<file path="config.mk">
export PLATFORM = sky130hd
export DESIGN_NAME = reg_file_sb
export DESIGN_NICKNAME = d
export VERILOG_FILES = /design/src/rtl/reg_file_sb.sv
export SDC_FILE = /design/constraint.sdc
export NUM_CORES = 1
export LEC_CHECK = 0
export CAP_MARGIN = 20
export CORE_MARGIN = 3
export CORE_UTILIZATION = 38
export DETAILED_ROUTE_END_ITERATION = 10
export PLACE_DENSITY = 0.72
export SYNTH_ARGS = -nofsm -noshare
export SYNTH_HDL_FRONTEND = slang
export SYNTH_SLANG_ARGS = --single-unit
export TNS_END_PERCENT = 5
</file>
<file path="constraint.sdc">
create_clock -name clk -period 1.5 [get_ports clk]
set_clock_uncertainty 0.15 [all_clocks]
set_input_delay 0.3 -clock clk [delete_from_list [all_inputs] [get_ports clk]]
set_output_delay 0.3 -clock clk [all_outputs]
set_load 0.02 [all_outputs]
</file>
<file path="src/rtl/reg_file_sb.sv">
// Multi-port register file with per-register load scoreboard and a lower-priority load writeback port.
// Optional REG_BYPASS_EN forwards same-cycle write data (and wr1 busy clear) onto the read ports.
module reg_file_sb #(
    parameter  int WIDTH    = 8,
    parameter  int DEPTH    = 4,
    parameter  int RD_PORTS = 2,
    localparam int AW       = $clog2(DEPTH)
) (
    input  logic                      clk,
    input  logic                      rst,
    input  logic [RD_PORTS*AW-1:0]    rd_addr,
    output logic [RD_PORTS*WIDTH-1:0] rd_data,
    output logic [RD_PORTS-1:0]       rd_busy,
    input  logic                      wr0_en,
    input  logic [AW-1:0]             wr0_addr,
    input  logic [WIDTH-1:0]          wr0_data,
    input  logic                      wr1_en,
    input  logic [AW-1:0]             wr1_addr,
    input  logic [WIDTH-1:0]          wr1_data,
    input  logic                      iss_en,
    input  logic [AW-1:0]             iss_addr,
    output logic                      iss_stall,
    output logic                      wr_conflict
);

    logic [WIDTH-1:0] regs_q [DEPTH];
    logic [WIDTH-1:0] regs_d [DEPTH];
    logic [DEPTH-1:0] busy_q;
    logic [DEPTH-1:0] busy_d;
    logic             wr_conflict_q;
    logic             wr_conflict_d;
    logic             iss_same_wr1;

    assign iss_stall    = iss_en && busy_q[iss_addr];
    assign iss_same_wr1 = iss_en && wr1_en && (iss_addr == wr1_addr);
    assign wr_conflict  = wr_conflict_q;

    // wr1 is applied first so that wr0 overwrites it on a same-address collision.
    always_comb begin
        regs_d = regs_q;
        if (wr1_en) begin
            regs_d[wr1_addr] = wr1_data;
        end
        if (wr0_en) begin
            regs_d[wr0_addr] = wr0_data;
        end
    end

    // A fresh issue on the register being cleared keeps it busy, even when that issue is stalled.
    always_comb begin
        busy_d = busy_q;
        if (wr1_en && !iss_same_wr1) begin
            busy_d[wr1_addr] = 1'b0;
        end
        if (iss_en && !iss_stall) begin
            busy_d[iss_addr] = 1'b1;
        end
    end

    always_comb begin
        wr_conflict_d = wr0_en && wr1_en && (wr0_addr == wr1_addr);
    end

    always_ff @(posedge clk or posedge rst) begin
        if (rst) begin
            for (int i = 0; i < DEPTH; i++) begin
                regs_q[i] <= '0;
            end
            busy_q        <= '0;
            wr_conflict_q <= 1'b0;
        end else begin
            for (int i = 0; i < DEPTH; i++) begin
                regs_q[i] <= regs_d[i];
            end
            busy_q        <= busy_d;
            wr_conflict_q <= wr_conflict_d;
        end
    end

    always_comb begin
        rd_data = '0;
        rd_busy = '0;
        for (int k = 0; k < RD_PORTS; k++) begin
            logic [AW-1:0] ra;
            ra = rd_addr[k*AW +: AW];
            rd_data[k*WIDTH +: WIDTH] = regs_q[ra];
            rd_busy[k]                = busy_q[ra];
`ifdef REG_BYPASS_EN
            if (wr0_en && (wr0_addr == ra)) begin
                rd_data[k*WIDTH +: WIDTH] = wr0_data;
            end else if (wr1_en && (wr1_addr == ra)) begin
                rd_data[k*WIDTH +: WIDTH] = wr1_data;
            end
            if (wr1_en && (wr1_addr == ra)) begin
                rd_busy[k] = 1'b0;
            end
`endif
        end
    end

endmodule

</file>
After elaboration in Yosys (flattened, before gate mapping)
Cells that the tools add are included.
{ "classes": {"magnitude_cmp": 12, "n_eq_ne": 2, "n_mux": 26, "bitwise": 7, "n_reduce_logical": 13} }
{ "op_table": {"columns": ["operator", "count"], "rows": [
  ["32-bit bitwise mux", 2],
  ["32-bit 2-to-1 mux", 2],
  ["8-bit 2-to-1 mux", 6],
  ["8-bit binary-select mux with 2-bit select", 2],
  ["8-bit demux with 2-bit select", 2],
  ["3-bit >= comparator (second input constant)", 4],
  ["2-bit by 3-bit less-than comparator with 1-bit output (second input constant)", 4],
  ["2-bit inverter with 3-bit output", 4],
  ["1-bit logical AND", 11],
  ["4-bit 2-to-1 mux", 2],
  ["1-bit binary-select mux with 2-bit select", 3],
  ["3-bit by 1-bit less-than comparator with 1-bit output (second input constant)", 2],
  ["1-bit 2-to-1 mux", 5],
  ["4-bit bitwise AND", 1],
  ["1-bit demux with 2-bit select", 2],
  ["2-bit equality test", 2],
  ["2-bit by 1-bit >= comparator with 1-bit output (second input constant)", 2],
  ["4-bit inverter", 1],
  ["4-bit OR", 1],
  ["1-bit zero test", 2]
]} }
{ "word_totals": {"register_bits": 37, "output_inout_bits": 20, "elab_cells": 66} }

Longest topological paths before layout
{ "logic_depth": {"word_depth": 9, "depth_mapped": 5} }

Least setup slack after synthesis
OpenSTA, ideal clock, no wires.
{ "synth_timing": {"path_kind": "input to output", "start": "input rd_addr[0]", "end": "output rd_busy[0]", "t_arrival_ns": 1.142, "path_slack_ns": -0.092, "stages": 2, "path_buffers": 1, "path_cell_list": "buf_2 mux4_2"} }
{ "synth_via": {"elab_chain_len": 2} }
{ "synth_lines": {"columns": ["element", "line_no", "text"], "rows": [
  ["start: declaration", "11", "input logic [RD_PORTS*AW-1:0] rd_addr,"],
  ["1-bit binary-select mux with 2-bit select", "87", "rd_busy[k] = busy_q[ra];"],
  ["1-bit 2-to-1 mux (implied by the code)", "87", null],
  ["end: declaration", "13", "output logic [RD_PORTS-1:0] rd_busy,"]
]} }
Every way passes these cells. The select of a mux whose other input is x is not followed.

Final worst setup path
{ "layout_timing": {"start": "register busy_q[3]", "end": "output rd_busy[0]"} }
{ "layout_via": {"elab_chain_len": 2} }
{ "layout_lines": {"columns": ["element", "line_no", "text"], "rows": [
  ["start: declaration", "28", "logic [DEPTH-1:0] busy_q;"],
  ["start signal: assignment", "75", "busy_q <= busy_d;"],
  ["1-bit binary-select mux with 2-bit select", "87", null],
  ["1-bit 2-to-1 mux (implied by the code)", "87", null]
]} }
Every way passes these cells. The select of a mux whose other input is x is not followed.

==> results.sh <==
export IMPL_max_slew_worst_pin_slew_ns=0.208
export IMPL_synth_most_common_cell="nand2_1"
export IMPL_placed_cell_area_mm2=0.00310
export IMPL_seq_area_frac_synth_pct=42.5
export IMPL_finish_utilization_pct=60.0
export IMPL_clkLatencyLatePin_ns=0.28
export IMPL_post_place_ws_ns=-1.01
export IMPL_dieArea_mm2=0.00668
export IMPL_grt_usage_pct=22.3
export IMPL_grt_first_pass_wirelength_mm=11.0
export IMPL_required_ns=1.05
export IMPL_grt_overflow=0
export IMPL_gp_congestion=0.824
export IMPL_cp_arrival_ns=1.46
export IMPL_grt_max_degree=38
export IMPL_layout_min_cycle_time_ns=1.91
export IMPL_syn_num_nets=257
export IMPL_r2r_end="regs_q[28]"
export IMPL_hpwl_mm=4.71
export IMPL_nets=349
export IMPL_cp_end_kind="output port"
export IMPL_critPathMaxFanout=4
export IMPL_power_density_mw_per_mm2=974
export IMPL_slew_headroom_pct=86.1
export IMPL_rows=26
export IMPL_start_util_pct=40.9
export IMPL_core_area_mm2=0.00534
export IMPL_synth_enable_flop_cells=0
export IMPL_synth_ff_type="dfrtp_1"
export IMPL_ys_warn_count=0
export IMPL_routed_wl_mm=6.64
export IMPL_numCtsBuffers=5
export IMPL_reg2reg_from="regs_q[28]"
export IMPL_synth_cells=226
export IMPL_syn_area_mm2=0.00218
export IMPL_setup_ws_ns=-0.406
export IMPL_clk_pin_slew_ns=0.07
export IMPL_rr_worst_depth=3
export IMPL_crit_path_start_kind="flip-flop"
export IMPL_grt_pass1_vias=2153
export IMPL_whs_ns=0.212
export IMPL_cpPeakStageDelay_ns=0.46
export IMPL_finalNonFillerCells=388
export IMPL_fin_crit_sh_pct=127
export IMPL_finalHoldViolCount=0
export IMPL_die_width_um=81.8
export IMPL_ys_seq_elements=37
export IMPL_cts_buffer_depth=2
export IMPL_cp_common_cell="buf_6"
export IMPL_drt_drc_violations_left=0
export IMPL_violations="negative setup slack"
export IMPL_vdd_ir_drop_max_uv=514
export IMPL_yosys_top_cells_count="67 x nand2_1, 37 x dfrtp_1, 32 x nor2_1, 31 x a31oi_1, 19 x mux4_2"
export IMPL_first_pass_iters=5
export IMPL_ff2ff_setup_slack_ns=0.52
export IMPL_status="finished with violations"
export IMPL_crit_type="flip-flop to output port"
export IMPL_wl_per_cell_um=17.1
export IMPL_leakagePower_nw=1.45
export IMPL_cts_max_level=2
export IMPL_drive_gt1_share_pct=31.4
export IMPL_antenna_found_initial=0
export IMPL_io_buffers=50
export IMPL_finalSetupViolations=19
export IMPL_cts_root_buf="clkbuf_8"
export IMPL_synth_top_area_share_pct=42.5
export IMPL_ioPinCount=51
export IMPL_layout_area_overhead_vs_synth_pct=46.7
export IMPL_max_clock_freq_mhz=525
export IMPL_diodes=0
export IMPL_design_area_mm2=0.00320
export IMPL_die_h_um=81.8
export IMPL_routed_via_density=5.56
export IMPL_synth_cell_types=23
export IMPL_cpMaxStageDelayCell="mux4_2"
export IMPL_rsz0062_at_grt="yes"
export IMPL_slew_viol_final=0
export IMPL_vias=2158
export IMPL_cap_violations=0
export IMPL_crit_chain="buf_6 > mux4_2 > buf_6"
export IMPL_synthTopCellsByArea="dfrtp_1 42%, mux4_2 20%, nand2_1 12%"
export IMPL_dp_cells=378
export IMPL_drtIter0Drc=202
export IMPL_cts_tree="built"
export IMPL_hp_class="primary input to asynchronous set/reset pin"
export IMPL_avgSynthCellArea_um2=9.65
export IMPL_synth_area_leader_cell="dfrtp_1"
export IMPL_cts_sinks=37
export IMPL_synthArstFlopShare_pct=100
export IMPL_hold_buffers=0
export IMPL_ant_nets=0
-- final cells by class --
type	count	area, µm²
Fill cell	454	2140
Multi-Input combinational cell	171	1170
Sequential cell	37	926
Timing Repair Buffer	101	918
Tap cell	70	87.6
Clock buffer	7	86.3
Inverter	2	7.51
-- metal layers --
metal  up-vias  wire length, µm  share of wire [%]  GRT usage, %
li1        996                -                  -             -
met1      1064             2950                 44          32.0
met2        91             3220                 48          35.2
met3         7              405                6.1          4.17
met4         0               68                1.0          4.98
met5         -                0                  0             0
-- critical path, delay by kind of cell, from the launching register on --
kind	cells	cell delay [ns]
buffers and inverters	2	0.29
multiplexers	1	0.46
flip-flops	1	0.43
-- registers in the layout, summed over array words and instances, names as in the netlist --
signal	flops
regs_q	32
busy_q	4
wr_conflict	1
-- layout by cell type (no fill, tap or decap), types with 2 or more instances in the layout --
cell type,netlist,routed
xor2_1,2,2
a32o_1,2,2
mux4_2,19,19
dfrtp_1,37,37
clkdlybuf4s50_1,0,24
and3b_1,2,2
buf_12,0,4
nand3_1,2,2
a31oi_1,31,31
buf_6,1,8
bufbuf_16,0,2
buf_4,0,41
nor2_1,32,32
dlygate4sd2_1,0,5
nand2_1,67,67
inv_1,2,2
clkbuf_8,0,6
nand3b_1,4,4
or3b_1,2,2
buf_2,12,16
-- per-stage QoR --
stage	setup TNS [ns]	total power, mW
after floorplan	-0.162	1.89
after global placement	-26.35	2.44
after detailed placement	-27.58	2.48
after CTS	-5.86	3.12
after global routing	-6.57	3.29
final	-5.78	3.12
-- cells by family (layout without fill, tap and decap cells) --
logic type | count (synthesis) | after routing | share of synthesized area (%)
simple gates | 114 | 114 | 22.1
xor+xnor | 2 | 2 | 0.803
flops | 37 | 37 | 42.5
compound gates | 36 | 36 | 10.8
mux | 19 | 19 | 19.6
buf+inv | 18 | 110 | 4.13
-- power by group --
group,internal (mW),switching [mW],leakage [nW]
logic,0.603,0.509,0.975
clock network,0.365,0.336,0.0443
registers,1.17,0.136,0.433
-- worst max-delay path by stage --
| stage | start | endpoint | depth (start not counted) |
|---|---|---|---|
| final | busy_q[3] | rd_busy[0] | 3 |
| after global routing | busy_q[3] | iss_stall | 3 |
| after CTS | busy_q[3] | rd_busy[0] | 3 |
| after detailed placement | rd_addr[2] | rd_data[13] | 4 |
| after global placement | rd_addr[2] | rd_data[10] | 4 |
| after floorplan | rd_addr[1] | rd_data[7] | 2 |
-- timing repair --
item,in CTS,in global routing
gates cloned,2,0
gates resized for setup,98,4
buffers inserted,1,0
endpoints found under the setup margin,22,29
pin swaps,1,2
Note: power is estimated with default switching activity, not from simulation.
